[src/rtl/lsu_cache_pkg.sv]
// Shared types and default sizing for the LSU-to-cache bridge.
package lsu_cache_pkg;

   localparam int DEF_QUEUE_DEPTH = 4;
   localparam int DEF_CNT_WIDTH   = 32;

   typedef enum logic [1:0] {IDLE, ISSUE, RESP} bridge_state_t;

   typedef struct packed {
      logic        we;
      logic [31:0] addr;
      logic [31:0] wdata;
   } lsu_req_t;

endpackage

[src/rtl/lsu_req_fifo.sv]
// Request queue between the CPU handshake and the cache issue logic.
module lsu_req_fifo
   import lsu_cache_pkg::*;
#(
   parameter int DEPTH = DEF_QUEUE_DEPTH,
   localparam int AW   = $clog2(DEPTH)
) (
   input  logic          clk,
   input  logic          rst,
   input  logic          push,
   input  logic          pop,
   input  lsu_req_t      din,
   output logic          full,
   output logic          empty,
   output lsu_req_t      head,
   output logic [AW:0]   count
);

   lsu_req_t          r_mem [DEPTH];
   logic [AW-1:0]     r_wptr;
   logic [AW-1:0]     r_rptr;
   logic [AW:0]       r_count;

   assign full  = (r_count == (AW+1)'(DEPTH));
   assign empty = (r_count == '0);
   assign head  = r_mem[r_rptr];
   assign count = r_count;

   // Pointers wrap naturally because DEPTH is a power of two.
   always_ff @(posedge clk or posedge rst) begin
      if (rst) begin
         r_wptr  <= '0;
         r_rptr  <= '0;
         r_count <= '0;
      end else begin
         if (push) r_wptr <= r_wptr + AW'(1);
         if (pop)  r_rptr <= r_rptr + AW'(1);
         r_count <= r_count + (AW+1)'(push) - (AW+1)'(pop);
      end
   end

   always_ff @(posedge clk) begin
      if (push) r_mem[r_wptr] <= din;
   end

endmodule

[src/rtl/lsu_cache_bridge.sv]
// Load/store front end: queues CPU word requests and presents them one at a
// time to the write-back cache, returning load data and keeping hit/miss stats.
module lsu_cache_bridge
   import lsu_cache_pkg::*;
#(
   parameter int QUEUE_DEPTH = DEF_QUEUE_DEPTH,
   parameter int CNT_WIDTH   = DEF_CNT_WIDTH
) (
   input  logic                 clk,
   input  logic                 rst,
   input  logic                 req_valid,
   output logic                 req_ready,
   input  logic                 req_we,
   input  logic [31:0]          req_addr,
   input  logic [31:0]          req_wdata,
   output logic                 resp_valid,
   output logic [31:0]          resp_rdata,
   output logic [31:0]          cache_addr,
   output logic                 cache_rd_req,
   output logic                 cache_wr_req,
   output logic [31:0]          cache_wr_data,
   input  logic                 cache_miss,
   input  logic [31:0]          cache_rd_data,
   output logic [CNT_WIDTH-1:0] hit_cnt,
   output logic [CNT_WIDTH-1:0] miss_cnt,
   output logic [CNT_WIDTH-1:0] stall_cnt
);

   localparam int AW = $clog2(QUEUE_DEPTH);

   bridge_state_t        r_state;
   bridge_state_t        w_state_nxt;
   logic                 r_first;
   logic                 r_resp_valid;
   logic [31:0]          r_resp_rdata;
   logic [CNT_WIDTH-1:0] r_hit_cnt;
   logic [CNT_WIDTH-1:0] r_miss_cnt;
   logic [CNT_WIDTH-1:0] r_stall_cnt;

   logic                 w_push;
   logic                 w_pop;
   logic                 w_full;
   logic                 w_empty;
   logic                 w_avail;
   logic                 w_more;
   lsu_req_t             w_din;
   lsu_req_t             w_head;
   logic [AW:0]          w_count;

   assign req_ready = !w_full;
   assign w_push    = req_valid && !w_full;
   assign w_pop     = (r_state == ISSUE) && !cache_miss;
   assign w_din     = {req_we, req_addr, req_wdata};
   // "Non-empty after this edge": a same-cycle push counts, which is what lets
   // stores stream at one per cycle and a fresh request issue the next cycle.
   assign w_avail   = !w_empty || w_push;
   assign w_more    = (w_count > (AW+1)'(1)) || w_push;

   assign resp_valid = r_resp_valid;
   assign resp_rdata = r_resp_rdata;
   assign hit_cnt    = r_hit_cnt;
   assign miss_cnt   = r_miss_cnt;
   assign stall_cnt  = r_stall_cnt;

   lsu_req_fifo #(.DEPTH(QUEUE_DEPTH)) u_fifo (
      .clk   (clk),
      .rst   (rst),
      .push  (w_push),
      .pop   (w_pop),
      .din   (w_din),
      .full  (w_full),
      .empty (w_empty),
      .head  (w_head),
      .count (w_count)
   );

   always_comb begin
      w_state_nxt   = r_state;
      cache_addr    = '0;
      cache_wr_data = '0;
      cache_rd_req  = 1'b0;
      cache_wr_req  = 1'b0;
      case (r_state)
         IDLE: begin
            if (w_avail) w_state_nxt = ISSUE;
         end
         ISSUE: begin
            cache_addr    = w_head.addr;
            cache_wr_data = w_head.wdata;
            cache_rd_req  = !w_head.we;
            cache_wr_req  = w_head.we;
            if (!cache_miss) begin
               if (w_head.we) w_state_nxt = w_more ? ISSUE : IDLE;
               else           w_state_nxt = RESP;
            end
         end
         RESP: begin
            w_state_nxt = w_avail ? ISSUE : IDLE;
         end
         default: w_state_nxt = IDLE;
      endcase
   end

   always_ff @(posedge clk or posedge rst) begin
      if (rst) begin
         r_state      <= IDLE;
         r_first      <= 1'b0;
         r_resp_valid <= 1'b0;
         r_resp_rdata <= '0;
         r_hit_cnt    <= '0;
         r_miss_cnt   <= '0;
         r_stall_cnt  <= '0;
      end else begin
         r_state      <= w_state_nxt;
         // A new presentation starts whenever ISSUE is entered other than by stalling.
         r_first      <= (w_state_nxt == ISSUE) && !((r_state == ISSUE) && cache_miss);
         r_resp_valid <= (r_state == RESP);
         if (r_state == RESP) r_resp_rdata <= cache_rd_data;
         if ((r_state == ISSUE) && r_first) begin
            if (cache_miss) r_miss_cnt <= r_miss_cnt + CNT_WIDTH'(1);
            else            r_hit_cnt  <= r_hit_cnt + CNT_WIDTH'(1);
         end
         if ((r_state == ISSUE) && cache_miss) r_stall_cnt <= r_stall_cnt + CNT_WIDTH'(1);
      end
   end

endmodule
[config.mk]
export PLATFORM = sky130hd
export DESIGN_NAME = lsu_cache_bridge
export DESIGN_NICKNAME = d
export VERILOG_FILES = /design/src/rtl/lsu_cache_pkg.sv /design/src/rtl/lsu_req_fifo.sv /design/src/rtl/lsu_cache_bridge.sv
export SDC_FILE = /design/constraint.sdc
export NUM_CORES = 1
export LEC_CHECK = 0
export ABC_AREA = 1
export CAP_MARGIN = 30
export CORE_MARGIN = 8
export CORE_UTILIZATION = 50
export CTS_CLUSTER_DIAMETER = 150
export CTS_CLUSTER_SIZE = 28
export DETAILED_ROUTE_END_ITERATION = 8
export PLACE_DENSITY = 0.75
export SETUP_SLACK_MARGIN = 0.3
export SLEW_MARGIN = 20
export SYNTH_ARGS = -nofsm -noshare
export SYNTH_HDL_FRONTEND = slang
export SYNTH_HIERARCHICAL = 1
export SYNTH_SLANG_ARGS = --single-unit
[constraint.sdc]
create_clock -name clk -period 6.5 [get_ports clk]
set_input_delay 1.3 -clock clk [delete_from_list [all_inputs] [get_ports clk]]
set_output_delay 1.3 -clock clk [all_outputs]
set_load 0.05 [all_outputs]
==> out/summary.txt <==
Status: completed
Cells after Synth: 2081
Initial antenna violation count: 7
CTS root buffer: clkbuf_16
CTS Sinks: 399
Hold crit path type: flip-flop to flip-flop
Crit Path Class: flip-flop to output pin
CP max FO: 62
Max Buffers Root-to-Sink: 3
Rows: 70
Routed Antenna Nets: 0
Final wirelength: 45100 um
Max cap viols: 0
Slowest-stage cell, CP: dfrtp_4
Startpoint types: flip-flop
DP Wirelength: 31600 um
Layout cells sized above 1: 0.0313
Yosys reg bits: 399
Drt pass-1 iters: 7
CTS buffer count: 18
Drt initial violations: 943
Finished Cell Area: 0.0226 mm^2
Number of enable flip-flop cells after synthesis: 260
Post-DR wirelength/cell: 15.9 um
Final Hold Vio Count: 0
DRC violations left: 0
Final min period: 5.40 ns
IO buf count: 296
Chip width: 209 um
Relative slew slack: 0.416
Worst slew pin tran: 0.877 ns
Met1 usage: 0.243
Post-CTS sizing: 0
Crit path launch: u_fifo/r_rptr[0]$_DFFE_PP0P_
Syn_nets: 2192
GRT Util Overall: 0.202
Synth Area per Inst: 8.96 um^2
Yosys warnings: 6
Number of fill cells: 3062
Yosys top cell area share: 0.419
Post-synth design cell area: 0.0186 mm^2
Vias in the first global route: 14021
Placed cell area: 0.0220 mm^2
Final max-slew violation count: 0
Met3 usage: 0.0370
Reg clk slew, reported paths: 0.11 ns
Worst-Skew Late Latency: 0.53 ns
Reg2Reg Setup Slack: 3.39 ns
Critical-path cell list: clkinv_2, buf_4, nand2_1, nand3_1, nand2_1, inv_1, nor2_1, clkdlybuf4s50_1
Worst setup margin: 1.10 ns
Vias: 13940
Grt met2 use: 0.368
First-pass GRT wire length: 72500 um
Max Clock Skew: 0.0178 ns
Worst r2r dst: u_fifo/count[2]$_DFF_PP0_
Endpoint type of the worst setup path: output pin
Most common cell after layout, fill and taps aside: nand2_1
IO Pins: 297
Pwr Density: 430 mW/mm^2
Sequential-to-total area share from yosys stat: 0.605
Post-CTS Setup Bufs: 0
GP Congestion: 0.898
P&R area growth vs syn: 21.1%
Commonest non-fill, non-tap cells in the layout: nand2_1 (681), inv_1 (430), clkdlybuf4s50_1 (296)
Die ar.: 0.0437 mm^2
Chip height: 209 um
Crit path required time: 5.20 ns
Worst Setup EP: cache_addr[8]
Via-to-Cell Ratio: 4.91
Max IR drop VDD: 0.409 mV
WP data arrival: 4.10 ns
Fin Setup TNS: 0 ns
Largest net degree at the start of global routing: 73
Initial Utilization: 0.508
Place WS: 1.67 ns
Worst r2r src: r_state[0]$_DFF_PP0_
CP peak stage delay: 0.88 ns
Final period util: 0.831
GR peak layer: met2
Static Leak: 10.4 nW
Fmax: 185 MHz
Yosys cell types: 33
H-tree levels: 1
Fin nets: 2464
CTS tree: built
Remaining global-route overflow: 0
Most used DFF post-synth: edfxtp_1
Synth async-reset ratio: 0.348
Cell taking the most area after synthesis: edfxtp_1
Most common cell on crit path: nand2_1
Final Setup Violations: 0
Fin util: 0.616
Synth top area cells: edfxtp_1 (42%), dfrtp_1 (19%), nand2_1 (14%), inv_1 (8.8%), nand3_1 (4.9%)
# hold bufs at CTS: 0
RSZ-0062 raised after global routing: no
Worst reg2reg path depth: 11
Core ar.: 0.0367 mm^2
-- area by class of cell --
| cell class | instances | area [um^2] | area share |
|---|---|---|---|
| sequential | 399 | 11300 | 0.500 |
| multi-input combinational | 1182 | 5330 | 0.236 |
| timing repair buffer | 313 | 3170 | 0.140 |
| inverter | 439 | 1650 | 0.0731 |
| tap | 468 | 586 | 0.0259 |
| clock buffer | 30 | 517 | 0.0229 |
| clock inverter | 1 | 30.0 | 0.00133 |
| antenna | 5 | 12.5 | 0.000554 |
-- worst max-delay path: cells and delay by family (launching register included) --
kind / cells / cell delay, ns
buffers and inverters: 4 / 2.17
DFF: 1 / 0.88
and+or+nand+nor: 4 / 0.46
-- through the flow --
stage	total power, W	hold WS (ns)	cells
finish	0.00971	0.481	2837
global route	0.0103	0.505	2836
CTS	0.00980	0.486	2830
detailed placement	0.00845	0.458	2799
global placement	0.00834	0.453	2796
floorplan	0.00690	0.494	2081
-- Yosys cell counts (7+ instances only) --
library cell  count
nand3b_1         14
nor3_1           12
buf_6            13
nor2_4            7
nand4_1          33
edfxtp_1        260
ha_1              9
clkbuf_1         10
dfrtp_1         139
buf_2            34
nand2_1         682
xnor2_1          21
nor2_1          164
nor2_2            8
inv_1           436
nand3_1         182
xor2_1           28
-- metal layers --
metal  share of wire  vias to the layer above
li1                -                     6909
met1            0.41                     6597
met2            0.51                      378
met3           0.059                       50
met4           0.018                        6
met5         0.00082                        -
-- flip-flops by register name, summed over array words and instances (netlist names), 3 cells and up --
name and cells:
u_fifo/r_mem 260, stall_cnt 32, resp_rdata 32, hit_cnt 32
miss_cnt 32, u_fifo/count 3
-- kinds of logic after synthesis --
logic type               count (synthesis)  share of synthesized area
AO/OA/AOI/OAI                           12                    0.00362
XOR/XNOR                                49                     0.0230
adder cells (fa/ha/maj)                 10                    0.00711
buffers and inverters                  500                      0.109
flip-flops                             399                      0.605
AND/OR/NAND/NOR                       1111                      0.252
-- report_power, final --
part | internal [W] | switching [W] | total, W
combinational | 0.00144 | 0.00341 | 0.00485
clock | 0.000562 | 0.000769 | 0.00133
sequential | 0.00324 | 0.000283 | 0.00353
-- how the worst min path moves through the flow --
stage | startpoint | to | slack (ns) | cells past startpoint
2_1_floorplan | u_fifo/r_wptr[0]$_DFFE_PP0P_ | u_fifo/r_wptr[0]$_DFFE_PP0P_ | 0.49 | 1
3_3_place_gp | resp_rdata[2]$_DFFE_PP0P_ | resp_rdata[2]$_DFFE_PP0P_ | 0.45 | 2
3_5_place_dp | resp_rdata[5]$_DFFE_PP0P_ | resp_rdata[5]$_DFFE_PP0P_ | 0.46 | 2
4_1_cts | resp_rdata[5]$_DFFE_PP0P_ | resp_rdata[5]$_DFFE_PP0P_ | 0.49 | 2
5_1_grt | resp_rdata[21]$_DFFE_PP0P_ | resp_rdata[21]$_DFFE_PP0P_ | 0.51 | 2
6_report | resp_rdata[31]$_DFFE_PP0P_ | resp_rdata[31]$_DFFE_PP0P_ | 0.48 | 2
No activity file was read; power rests on OpenSTA's default activity.
==> patch 1, RTL diff (same flow settings) <==
`DEF_QUEUE_DEPTH`: 4 -> 8.
--- a/src/rtl/lsu_cache_pkg.sv
+++ b/src/rtl/lsu_cache_pkg.sv
@@ -3,3 +3,3 @@
 
-   localparam int DEF_QUEUE_DEPTH = 4;
+   localparam int DEF_QUEUE_DEPTH = 8;
    localparam int DEF_CNT_WIDTH   = 32;
Formal check against the unedited RTL: same outputs for any inputs over 4 cycles, from zero or initial values and one cycle with rst high; that may be too few to reach the edited logic, so the function may still have changed.
==> patch 1 against the unedited design <==
Design area up 55%; sequential power up 61%; clock skew down 0.89 ps; sequential cell count up 263; worst setup slack worse by 250 ps; routed wire length up 60%; die area up 58%; power up 51%; synthesized area up 63%; sequential share of layout area up 4.9 points; non-clock buffer count up 15; register-to-register slack about the same.
==> patch 1: results (changes against the unedited design) <==
Cells and area
  – Filler cells: 5070 (+66%)
  – Largest register FFs: 520 (+100%)
  – Final #Nets: 3658 (+48%)
  – Cell Count, Final, Fillers Out: 4353 (+53%)

Drt
  – Vias: 21400 (+54%)
  – WL/cell: 16.5 um (+4.0%)
  – Initial drt markers: 1695 (+80%)
  – TritonRoute pass-1 iters: 5 (-2)

Synthesis
  – Syn avg cell area: 9.20 um2 (+2.7%)
  – Post-synth ARST share: 0.215 (-0.134)
  – Post-synth net total: 3416 (+56%)
  – Top cells by count, synth: nand2_1, inv_1, edfxtp_1, nand3_1, nor2_1
  – Post-synthesis sequential area ratio: 0.631 (+0.0255)
  – Synth top area cells: edfxtp_1, nand2_1, dfrtp_1, inv_1, nand3_1

Global routing
  – GRT met3 Usage: 0.0312 (-0.00572)
  – Met2 usage: 0.350 (-0.0188)
  – Global-route wire length before repair: 114000 um (+57%)
  – Largest net degree at the start of global routing: 183 (+150%)
  – Grt met1 use: 0.266 (+0.0234)
  – Vias in the first global route: 20600 (+47%)
  – Initial antenna violation count: 9 (+2)

Worst setup path
  – CP max stage delay: 1050 ps (+170 ps)
  – Max Fanout on Critical Path: 182 (+190%)
  – Critical Path AT: 4350 ps (+250 ps)

Power and ir drop
  – Pleak: 16.1 nW (+54%)
  – Max VDD drop: 488 uV (+19%)
  – Power Internal: 8.09 mW (+54%)

Outcome
  – Status: complete, no violations

Placement
  – GP Congestion: 0.900 (+0.28%)
  – Post-DP HPWL: 44700 um (+41%)
  – Placed insts: 4295 (+53%)
  – Area after DPL: 0.0341 mm2 (+55%)

Clock tree
  – CTS buffer count: 27 (+9)
  – Worst-Skew Late Latency: 620 ps (+90 ps)

STA
  – Clk_skew: 16.9 ps (-0.894 ps)
==> patch 1: changes by cell type after synthesis, moves of 7 or more <==
cell      unedited run  this run
nand2_1            682      1168
inv_1              436       705
edfxtp_1           260       520
nand3_1            182       320
buf_2               34        57
nand4_1             33        21
buf_4                4        15
clkbuf_1            10        21
buf_1                0        10
nor3_1              12        19
o21ai_0              6        13
==> patch 1: final cells by class <==
| cell class | instances | area, um2 | area share |
|---|---|---|---|
| clock inverter | 2 | 31.3 | 0.000896 |
| clock buffer | 46 | 747 | 0.0214 |
| sequential | 662 | 19200 | 0.549 |
| antenna | 7 | 17.5 | 0.000502 |
| timing repair buffer | 328 | 3310 | 0.0949 |
| tap | 782 | 978 | 0.0280 |
| multi-input combinational | 1817 | 7980 | 0.228 |
| inverter | 709 | 2680 | 0.0766 |
==> patch 1: path summary, 6_finish.rpt <==
kind	startpoint	to	slack, ps	depth (start not counted)
max in group asynchronous	rst	hit_cnt[15]$_DFFE_PP0P_	4370	3
setup / recovery	u_fifo/r_rptr[0]$_DFFE_PP0P_	cache_rd_req	850	8
min in group asynchronous	rst	stall_cnt[19]$_DFFE_PP0P_	1120	2
setup reg to reg	u_fifo/count[2]$_DFF_PP0_	u_fifo/r_mem[5][16]$_DFFE_PP_	3400	9
hold reg to reg	resp_rdata[4]$_DFFE_PP0P_	resp_rdata[4]$_DFFE_PP0P_	480	2
hold / removal	resp_rdata[4]$_DFFE_PP0P_	resp_rdata[4]$_DFFE_PP0P_	480	2
==> patch 1: power by group through the flow <==
stage / clock network (mW) / registers [mW] / logic [mW]
finish: 2.06 / 5.69 / 6.89
global route: 2.26 / 5.76 / 7.53
CTS: 2.14 / 5.69 / 6.94
detailed placement: 0 / 5.79 / 6.91
global placement: 0 / 5.76 / 6.83
floorplan: 0 / 6.11 / 4.43
==> patch 1: worst register-to-register path, delay by kind of cell, from the launching register on <==
family                   cells  cell delay, ps
AND/OR/NAND/NOR              4            1350
buffers and inverters        4             880
flip-flops                   1             360
adder cells (fa/ha/maj)      1             190
==> patch 1: kinds of logic after synthesis <==
logic type	Yosys count	share of synthesized area
xor gates and xnor gates	59	0.0170
and+or+nand+nor	1730	0.235
adders and majority gates	12	0.00519
AOI/OAI and AO/OA	16	0.00272
buffers and inverters	824	0.109
DFF	662	0.631
==> patch 1: routing by layer <==
layer  routed length, um  share of wire  vias up
met5                  27        0.00038        -
met1               30800           0.43    10100
li1                    -              -    10600
met4                1880          0.026        4
met3                3950          0.055      110
met2               35300           0.49      601
==> patch 2, RTL diff (same settings) <==
Made on the original files. The 3 states of `bridge_state_t` get a one-hot encoding in 3 bits.
--- a/src/rtl/lsu_cache_pkg.sv
+++ b/src/rtl/lsu_cache_pkg.sv
@@ -6,3 +6,3 @@
 
-   typedef enum logic [1:0] {IDLE, ISSUE, RESP} bridge_state_t;
+   typedef enum logic [2:0] {IDLE = 3'b001, ISSUE = 3'b010, RESP = 3'b100} bridge_state_t;
 
Behaviour: same outputs for any inputs over 4 cycles, from zero or initial values and one cycle with rst high; so few cycles prove little.
==> patch 2 against the unedited design <==
Critical path depth unchanged; routed wire length grew 1.4%; worst setup slack better by 210 ps; first-iteration DRC count shrank 3.8%; sequential cell count up 1; critical path type unchanged; synthesized area rose by 2.3%; largest cell class unchanged; cell count rose by 6.2%; die area up 2.1%; design area increased by 2.2%; global-route usage fell by 0.27 points; power shrank 13%; synthesized cell count increased by 6.6%.
==> patch 2: results (changes against the unedited design) <==
Placement
  – Area after DPL: 0.0225 mm2 (+2.5%)
  – GP Congestion: 0.896 (-0.25%)
  – Placed insts: 2980 (+6.5%)
  – Post-DP HPWL: 32000 um (+1.3%)

Drt
  – Final WL: 45700 um (+1.4%)
  – Met2 wire length: 22600 um (-2.2%)
  – Met1 WL: 19300 um (+4.4%)
  – WL/cell: 15.2 um (-4.5%)
  – TritonRoute pass-1 iters: 6 (-1)
  – Vias: 14700 (+5.4%)
  – Initial drt markers: 907 (-3.8%)
  – Metal3 WL: 3110 um (+17%)

Cells and area
  – Largest register FFs: 260 (unchanged)
  – Final #Nets: 2601 (+5.6%)
  – Filler cells: 3192 (+4.2%)
  – Fraction of layout cells with a size suffix above 1: 0.0288 (-0.00251)
  – Ant diodes: 0 (-5)

Power and ir drop
  – Max VDD drop: 246 uV (-40%)
  – Switching share of power: 0.421 (-0.0389)
  – Pleak: 10.7 nW (+2.0%)
  – Clock network power share: 0.157 (+0.020)
  – Power Internal: 4.89 mW (-6.7%)
  – Comb pwr share: 0.432 (-0.067)

Synthesis
  – Area share of xor/xnor cells in the synthesized design: 0.0220 (-0.000983)
  – Synth top area cells: edfxtp_1, dfrtp_1, nand2_1, inv_1, nand3_1
  – Post-synth net total: 2330 (+6.3%)
  – Synth Area in Compound Gates: 0.00420 (+0.000573)
  – Top cells by count, synth: nand2_1, inv_1, edfxtp_1, nor2_1, nand3_1
  – Cell variety after synth: 34 (+3.0%)
  – Post-synthesis sequential area ratio: 0.593 (-0.0124)
  – Post-synth ARST share: 0.350 (+0.00163)
  – Syn Inst Count: 2219 (+6.6%)
  – Adder-cell share of the synthesized area: 0.00695 (-0.000162)

Global routing
  – Grt met1 use: 0.255 (+0.0116)
  – Largest net degree at the start of global routing: 94 (+29%)
  – Initial antenna violation count: 3 (-4)
  – Vias in the first global route: 14300 (+1.7%)
  – Global-route wire length before repair: 73100 um (+0.83%)
  – Overall Global Routing Usage: 0.199 (-0.00268)
  – Met2 usage: 0.353 (-0.0155)
  – GRT met3 Usage: 0.0353 (-0.00162)

Worst setup path
  – Reg2Reg Depth: 8 (-3)
  – Reg-to-Reg End: u_fifo/r_mem[1][46]$_DFFE_PP_
  – Max Fanout on Critical Path: 50 (-19%)
  – Crit Reg-Reg Startpoint: u_fifo/count[2]$_DFF_PP0_
  – Reg2Reg Setup Slack: 3770 ps (+380 ps)
  – Critical Path AT: 3890 ps (-210 ps)

Min path
  – Hold path endpoint: resp_rdata[3]$_DFFE_PP0P_
  – Worst hold path class: reg2reg
  – Min-delay src: resp_rdata[3]$_DFFE_PP0P_

STA
  – Worst-margin pin slew: 953 ps (+76.4 ps)
  – Clk_skew: 24.6 ps (+6.82 ps)
  – Final hold slack: 481 ps (-0.462 ps)

Clock tree
  – Clock transition at path regs: 110 ps (about the same)
  – Post-cts resize count: 0 (unchanged)

Outcome
  – Status: complete, no violations
patch 2: changes by cell type in the layout (fill, tap and decap cells not counted), sizes merged, moves of 2 or more:
cell and delta:
diode -5, inv +8, nand2 +114, nand3 -11, nand3b -10, nand4 -14
nor2 +44, nor3 +2, o21ai +4, xnor2 -5, xor2 +4
patch 2: critical path, stage by stage (launching register included):
cell and delay, ps:
dfrtp_4 740, clkinv_2 690, buf_4 560, nand2_1 130
nand3_1 80, nand2_1 120, inv_1 50, nor2_1 120
clkdlybuf4s50_1 820
patch 2: how the worst max path moves through the flow:
stage,from,end
after floorplan,rst,hit_cnt[0]$_DFFE_PP0P_
after global placement,u_fifo/r_rptr[0]$_DFFE_PP0P_,cache_addr[11]
after detailed placement,u_fifo/r_rptr[0]$_DFFE_PP0P_,cache_addr[10]
after CTS,u_fifo/r_rptr[0]$_DFFE_PP0P_,cache_addr[4]
after global routing,u_fifo/r_rptr[0]$_DFFE_PP0P_,cache_addr[4]
final,u_fifo/r_rptr[0]$_DFFE_PP0P_,cache_addr[4]
patch 2: per-stage QoR:
step	setup WS [ps]	utilization
3_5_place_dp	1860	0.598
3_3_place_gp	1920	0.595
4_1_cts	1260	0.612
2_1_floorplan	1650	-
5_1_grt	1020	0.613
6_report	1310	0.613
patch 2: final cells by class:
class / instances / area, um2 / share of cell area
Tap cell: 511 / 639 / 0.0277
Multi-Input combinational cell: 1310 / 5720 / 0.248
Clock inverter: 1 / 20.0 / 0.000867
Sequential cell: 400 / 11300 / 0.490
Timing Repair Buffer: 314 / 3200 / 0.139
Clock buffer: 30 / 517 / 0.0224
Inverter: 446 / 1680 / 0.0726
